<file path="config.mk">
export PLATFORM = sky130hd
export DESIGN_NAME = cheat_loader
export DESIGN_NICKNAME = d
export VERILOG_FILES = /design/src/rtl/cheat_loader.sv
export SDC_FILE = /design/constraint.sdc
export NUM_CORES = 1
export LEC_CHECK = 0
export CAP_MARGIN = 40
export CORE_MARGIN = 5
export CORE_UTILIZATION = 45
export DETAILED_ROUTE_END_ITERATION = 7
export PLACE_DENSITY = 0.77
export SETUP_SLACK_MARGIN = 0.5
export SYNTH_ARGS = -nofsm -noshare
export SYNTH_HDL_FRONTEND = slang
export SYNTH_SLANG_ARGS = --single-unit
export TNS_END_PERCENT = 1
</file>
<file path="constraint.sdc">
create_clock -name clk -period 2.25 [get_ports clk]
set_clock_uncertainty 0.1 [all_clocks]
set_input_delay 0.3375 -clock clk [delete_from_list [all_inputs] [get_ports clk]]
set_output_delay 0.3375 -clock clk [all_outputs]
set_load 0.02 [all_outputs]
</file>
<file path="src/rtl/cheat_loader.sv">
// rtl/cheat_loader.sv - packs 16-bit cheat download words into 128-bit engine records with timed clock-bit strobes
module cheat_loader #(
    parameter int MAX_CODES    = 32,
    parameter int STROBE_HOLD  = 4,
    parameter int CLEAR_CYCLES = 2
) (
    input  logic                           clk,
    input  logic                           reset_n,
    input  logic                           dl_start,
    input  logic                           dl_wr,
    input  logic [15:0]                    dl_data,
    input  logic                           dl_done,
    output logic                           dl_wait,
    input  logic                           user_enable,
    output logic [128:0]                   code_out,
    output logic                           codes_clear,
    output logic                           cheats_active,
    output logic [$clog2(MAX_CODES+1)-1:0] loaded_count,
    output logic                           overflow
);

    localparam int CW   = $clog2(MAX_CODES + 1);
    localparam int TMAX = (STROBE_HOLD > CLEAR_CYCLES) ? STROBE_HOLD : CLEAR_CYCLES;
    localparam int TW   = $clog2(TMAX + 1);

    localparam logic [2:0] S_IDLE      = 3'd0;
    localparam logic [2:0] S_CLEAR     = 3'd1;
    localparam logic [2:0] S_COLLECT   = 3'd2;
    localparam logic [2:0] S_STROBE_HI = 3'd3;
    localparam logic [2:0] S_STROBE_LO = 3'd4;

    logic [2:0]    state_q, state_d;
    logic [2:0]    word_cnt_q, word_cnt_d;
    logic [TW-1:0] tmr_q, tmr_d;
    logic          done_pend_q, done_pend_d;
    logic [128:0]  code_q, code_d;
    logic          clear_q, clear_d;
    logic          wait_q, wait_d;
    logic          active_q, active_d;
    logic [CW-1:0] count_q, count_d;
    logic          ovf_q, ovf_d;
    logic          go_strobe;

    always_comb begin
        state_d     = state_q;
        word_cnt_d  = word_cnt_q;
        tmr_d       = tmr_q;
        done_pend_d = done_pend_q;
        code_d      = code_q;
        clear_d     = clear_q;
        wait_d      = wait_q;
        count_d     = count_q;
        ovf_d       = ovf_q;
        go_strobe   = 1'b0;
        active_d    = user_enable && (state_q == S_IDLE) && (count_q != '0);

        case (state_q)
            S_IDLE: begin
                wait_d = 1'b0;
            end
            S_CLEAR: begin
                if (tmr_q == TW'(CLEAR_CYCLES - 1)) begin
                    state_d = S_COLLECT;
                    clear_d = 1'b0;
                    wait_d  = 1'b0;
                    tmr_d   = '0;
                end else begin
                    tmr_d = tmr_q + 1'b1;
                end
            end
            S_COLLECT: begin
                wait_d = 1'b0;
                if (dl_wr) begin
                    // File bytes arrive little-end first; swap so fields land big-endian.
                    for (int i = 0; i < 8; i++) begin
                        if (word_cnt_q == 3'(i)) begin
                            code_d[127-16*i -: 16] = {dl_data[7:0], dl_data[15:8]};
                        end
                    end
                    word_cnt_d = word_cnt_q + 3'd1;
                    if (word_cnt_q == 3'd7) begin
                        if (count_q < CW'(MAX_CODES)) begin
                            go_strobe = 1'b1;
                        end else begin
                            ovf_d = 1'b1;
                        end
                    end
                end
                if (go_strobe) begin
                    state_d     = S_STROBE_HI;
                    code_d[128] = 1'b1;
                    wait_d      = 1'b1;
                    tmr_d       = '0;
                    done_pend_d = dl_done;
                end else if (dl_done) begin
                    state_d    = S_IDLE;
                    word_cnt_d = 3'd0;
                end
            end
            S_STROBE_HI: begin
                done_pend_d = done_pend_q | dl_done;
                if (tmr_q == TW'(STROBE_HOLD - 1)) begin
                    state_d     = S_STROBE_LO;
                    code_d[128] = 1'b0;
                    tmr_d       = '0;
                end else begin
                    tmr_d = tmr_q + 1'b1;
                end
            end
            S_STROBE_LO: begin
                done_pend_d = done_pend_q | dl_done;
                if (tmr_q == TW'(STROBE_HOLD - 1)) begin
                    if (count_q != CW'(MAX_CODES)) begin
                        count_d = count_q + 1'b1;
                    end
                    wait_d      = 1'b0;
                    tmr_d       = '0;
                    done_pend_d = 1'b0;
                    state_d     = (done_pend_q || dl_done) ? S_IDLE : S_COLLECT;
                end else begin
                    tmr_d = tmr_q + 1'b1;
                end
            end
            default: begin
                state_d = S_IDLE;
            end
        endcase

        // A new download pre-empts everything, including an in-flight strobe.
        if (dl_start) begin
            state_d     = S_CLEAR;
            clear_d     = 1'b1;
            wait_d      = 1'b1;
            tmr_d       = '0;
            word_cnt_d  = 3'd0;
            count_d     = '0;
            ovf_d       = 1'b0;
            code_d      = '0;
            done_pend_d = 1'b0;
            active_d    = 1'b0;
        end
    end

    always_ff @(posedge clk or negedge reset_n) begin
        if (!reset_n) begin
            state_q     <= S_IDLE;
            word_cnt_q  <= 3'd0;
            tmr_q       <= '0;
            done_pend_q <= 1'b0;
            code_q      <= '0;
            clear_q     <= 1'b0;
            wait_q      <= 1'b0;
            active_q    <= 1'b0;
            count_q     <= '0;
            ovf_q       <= 1'b0;
        end else begin
            state_q     <= state_d;
            word_cnt_q  <= word_cnt_d;
            tmr_q       <= tmr_d;
            done_pend_q <= done_pend_d;
            code_q      <= code_d;
            clear_q     <= clear_d;
            wait_q      <= wait_d;
            active_q    <= active_d;
            count_q     <= count_d;
            ovf_q       <= ovf_d;
        end
    end

    assign code_out      = code_q;
    assign codes_clear   = clear_q;
    assign dl_wait       = wait_q;
    assign cheats_active = active_q;
    assign loaded_count  = count_q;
    assign overflow      = ovf_q;

endmodule

</file>
# Word level (Yosys, flattened, before mapping)

Cells that the tools add are included.

Output and inout bits: 139
Input bits: 22
Bits in registers: 149

Add/subtract/negate cells: 3
Magnitude comparators: 1
Multiplexer cells: 56
Bitwise logic cells: 1
Reductions and logical operators: 42
Eq/ne operators: 21

Operators with widths:

| cell                  | number |
|---|---|
| $mux W128             | 2 |
| $mux W129             | 1 |
| $mux W16              | 8 |
| $mux W3               | 15 |
| $reduce_and A3 Y1     | 11 |
| $reduce_bool A2 Y1    | 15 |
| $mux W6               | 4 |
| $mux W1               | 20 |
| $eq A3 B2 Y1 const B  | 5 |
| $eq A3 B3 Y1 const B  | 5 |
| $pmux W3 S5           | 1 |
| $ne A3 B3 Y1 const B  | 4 |
| $eq A3 B1 Y1 const B  | 3 |
| $pmux W3 S3           | 1 |
| $reduce_bool A4 Y1    | 2 |
| $add A3 B1 Y3 const B | 2 |
| $add A6 B1 Y6 const B | 1 |
| $logic_not A3 Y1      | 2 |
| $lt A6 B6 Y1 const B  | 1 |
| $ne A6 B6 Y1 const B  | 1 |
| $reduce_and A2 Y1     | 3 |
| $reduce_bool A6 Y1    | 1 |
| $reduce_and A5 Y1     | 1 |
| $reduce_bool A5 Y1    | 1 |
| other kinds (12)      | 14 |

# Logic depth before layout (Yosys ltp)

Depth in word-level cells: 8
Gate-level depth with buffers: 7

# Worst setup path before layout

OpenSTA, ideal clock, no wires.

Path kind: register to register
Start point: reg count_q[0] (netlist: loaded_count[0])
End point: reg count_q[1] (netlist: loaded_count[1])
Stages on the path, launching flop included: 7
Period minus slack after synthesis: 1,911 ps
Slack: 339 ps
Data arrival time: 1,679 ps
Data required time: 2,018 ps
Setup time: 132 ps
Path buffers: 0
Cells stage by stage: dfrtp_1 inv_1 ha_1 or4b_2 o21a_1 mux2i_1 nor2_1

Longest elaborated chain between the ends: 5
Elaborated cells between the ends (all ways): 8
Those cells by class: 1 x add/sub; 1 x eq/ne; 4 x mux; 2 x reduce/logical

Ends and longest elaborated chain:

| item                   | RTL line | RTL |
|---|---|---|
| from (decl)            | 40       | `logic [CW-1:0] count_q, count_d;` |
| from (signal assigned) | 165      | `count_q <= count_d;` |
| $add A6 B1 Y6          | 114      | `count_d = count_q + 1'b1;` |
| $mux W6                | 113      | `if (count_q != CW'(MAX_CODES)) begin` |
| $mux W6                | 112      | `if (tmr_q == TW'(STROBE_HOLD - 1)) begin` |
| $mux W6                | 57       | `case (state_q)` |
| $mux W6                | 130      | `if (dl_start) begin` |

Parallel ways exist; a longest one is shown, timed or not. The select of a mux whose other input is x is not followed.
A chain may end at the register's enable or synchronous reset.

# Worst setup path after layout

Start point: reg count_q[4] (netlist: loaded_count[4])
End point: out loaded_count[4]

RTL lines:

| item      | RTL line | RTL |
|---|---|---|
| to (decl) | 18       | `output logic [$clog2(MAX_CODES+1)-1:0] loaded_count,` |

No word-level cell between the ends.

==> results.json <==
{
  "status": "finished, final reports clean",
  "cp-end-kind": "primary output",
  "core_area_sq_um": 14400,
  "cpPeakStageDelay_ns": 0.64,
  "dieArea_sq_um": 17000,
  "ios": 161,
  "dp.cells": 1025,
  "clock_latency_ns": 0.42,
  "final_hold_viol_count": 0,
  "wl_per_cell_microns": 18.1,
  "synthCells": 719,
  "first_pass_iters": 5,
  "antennaDiodeCount": 0,
  "path_class": "reg2out",
  "period_minus_slack_ns": 1.91,
  "avgSynthCellArea_sq_um": 9.09,
  "ant_nets": 0,
  "gp_congestion": 0.837,
  "cp-start-kind": "flip-flop",
  "synth_top_area_frac": 0.571,
  "h-tree-depth": 4,
  "min_path_type": "in2async",
  "dieWidth_microns": 131,
  "stdcell_count": 1071,
  "io_buffers": 160,
  "maxSlewHeadroom": 0.637,
  "cp.buffers_inverters": 1,
  "hpwl_microns": 12700,
  "fin_setup_tns_ns": 0,
  "drc": 0,
  "tightestPinTransition_ns": 0.542,
  "cap_violations": 0,
  "ir_drop_uv": 530,
  "crit_arrival_ns": 1.47,
  "post-synth-top-area-cell": "dfrtp_1",
  "cts_sinks": 149,
  "powerDensity_nw_per_um2": 696,
  "hold-worst-slack_ns": 0.278,
  "die_h_microns": 131,
  "grt_max_degree": 110,
  "synth_cell_types": 46,
  "clock_path_buffers": 2,
  "synth_area_sq_um": 6540,
  "utilization": 0.632,
  "critPathTopFamily": "buffers and inverters",
  "fillers": 1196,
  "power.leakage_nw": 3.74,
  "synth_edf_count": 0,
  "synth_nets": 753,
  "ys_warn_count": 0,
  "ys_seq_area_frac": 0.571,
  "finalWirelength_microns": 19400,
  "grt-ovfl-total": 0,
  "grt_pass1_wl_microns": 29300,
  "synthTopCellsByArea": "dfrtp_1 (57%), nand2_1 (15%), a21oi_1 (10%), buf_4 (2.4%), ha_1 (2.3%)",
  "cts_tree": "yes",
  "worstPathCellList": "clkdlybuf4s50_1",
  "track_usage": 0.226,
  "antenna_found_initial": 0,
  "path_clk_slew_ns": 0.06,
  "area_growth_pct": 39.0,
  "cp.required_ns": 1.81,
  "vias_per_cell": 5.32,
  "via_count": 5702,
  "setup_viol": 0,
  "ctsRootBufferMaster": "clkbuf_16",
  "max_freq_mhz": 523,
  "numCtsBuffers": 17,
  "drtIter0Drc": 455,
  "power_w": 0.00633,
  "start_util": 0.455,
  "async_flop_share": 1.00,
  "rsz0062_at_grt": "true",
  "ys_ff_latch": 149,
  "maxSlewViolCount": 0,
  "slowest_stage": "clkdlybuf4s50_1",
  "synth_ff_type": "dfrtp_1",
  "drive_gt1_frac": 0.0970,
  "grt_pass1_vias": 5475,
  "crit_fanout": 4,
  "final_nets": 909,
  "rows": 44,
  "period_share": 0.850
}
-- layer usage --
metal | up-vias | part of all wire | GRT usage
met1 | 2784 | 0.41 | 0.298
met3 | 36 | 0.075 | 0.0577
met5 | - | 0 | 0
li1 | 2660 | - | -
met2 | 222 | 0.49 | 0.360
met4 | 0 | 0.022 | 0.0871
-- final cells by class --
class | instances | area (sq um) | share of cell area
Sequential cell | 149 | 3730 | 0.411
Multi-Input combinational cell | 497 | 2480 | 0.273
Clock buffer | 26 | 479 | 0.0527
Tap cell | 184 | 230 | 0.0253
Clock inverter | 5 | 50.0 | 0.00551
Inverter | 11 | 41.3 | 0.00454
Timing Repair Buffer | 199 | 2070 | 0.227
-- cells in the final DEF (no fill, tap or decap), drive strengths merged, types with 3 or more instances in the layout --
cell,count
nand2,263
clkdlybuf4s50,156
dfrtp,149
a21oi,133
buf,39
clkbuf,27
nor2,14
ha,12
inv,11
nand3,8
and3,7
o21ai,5
a211oi,5
nor2b,4
clkinv,4
or3,3
nand3b,3
a21o,3
xnor2,3
nor3b,3
and2,3
-- synthesized netlist by cell type (2+ instances only) --
library cell and count:
a21oi_1 133, ha_1 12, nand3b_1 3, o22ai_1 2, or3_1 3, o21ai_0 5, inv_1 11, nand2_1 263
a21o_1 3, a211oi_1 4, and4bb_2 2, nor2b_1 4, clkbuf_2 6, nand2b_1 2, xor2_1 2, clkbuf_1 18
and2_1 3, mux2i_1 2, and3_1 7, nand4_1 2, xnor2_1 3, buf_2 16, buf_4 21, dfrtp_1 149
nand3_1 8, nor3b_1 2, nor2_1 14
-- final timing paths --
kind	startpoint	endpoint	slack [ns]	depth (start not counted)
max	loaded_count[4]	loaded_count[4]	0.34	1
max in group asynchronous	reset_n	code_out[13]	1.05	3
min	reset_n	code_out[68]	0.28	2
min reg2reg	codes_clear	codes_clear	0.38	1
min in group clk	user_enable	cheats_active	0.38	2
max reg2reg	tmr_q[0]	loaded_count[1]	0.35	6
-- state kept, by name, indices dropped and copies added (netlist names) --
name and cells:
cheats_active 1, code_out 129, codes_clear 1, dl_wait 1, done_pend_q 1, loaded_count 6
overflow 1, state_q 3, tmr_q 3, word_cnt_q 3
-- repair_timing --
action	in CTS	in global routing
pin swaps	3	3
gates cloned	0	1
setup buffers	4	9
setup endpoints to repair	280	283
hold buffers	1	0
resized for setup	9	16
hold endpoints to repair	33	0
-- power breakdown --
group	total, W	switching [W]	internal (W)
Sequential	0.00284	0.0000797	0.00276
Combinational	0.000873	0.000507	0.000366
Clock	0.00262	0.00105	0.00157
Total	0.00633	0.00164	0.00469
-- through the flow --
step / instance area (sq um) / setup slack, ns
5_1_grt: 9090 / 0.282
6_report: 9090 / 0.338
3_3_place_gp: 8330 / 0.179
2_1_floorplan: 6540 / 0.439
4_1_cts: 8930 / 0.309
3_5_place_dp: 8330 / 0.125
-- logic make-up (layout without fill, tap and decap cells) --
logic type	Yosys count	in the layout	share of synthesized area
AND/OR/NAND/NOR	321	321	0.206
adder cells (fa/ha/maj)	12	12	0.0230
buffers and inverters	73	241	0.0594
flip-flops	149	149	0.571
XOR/XNOR	5	5	0.00670
multiplexers	3	3	0.00479
AO/OA/AOI/OAI	156	156	0.130
Note: power is estimated with default switching activity, not from simulation.
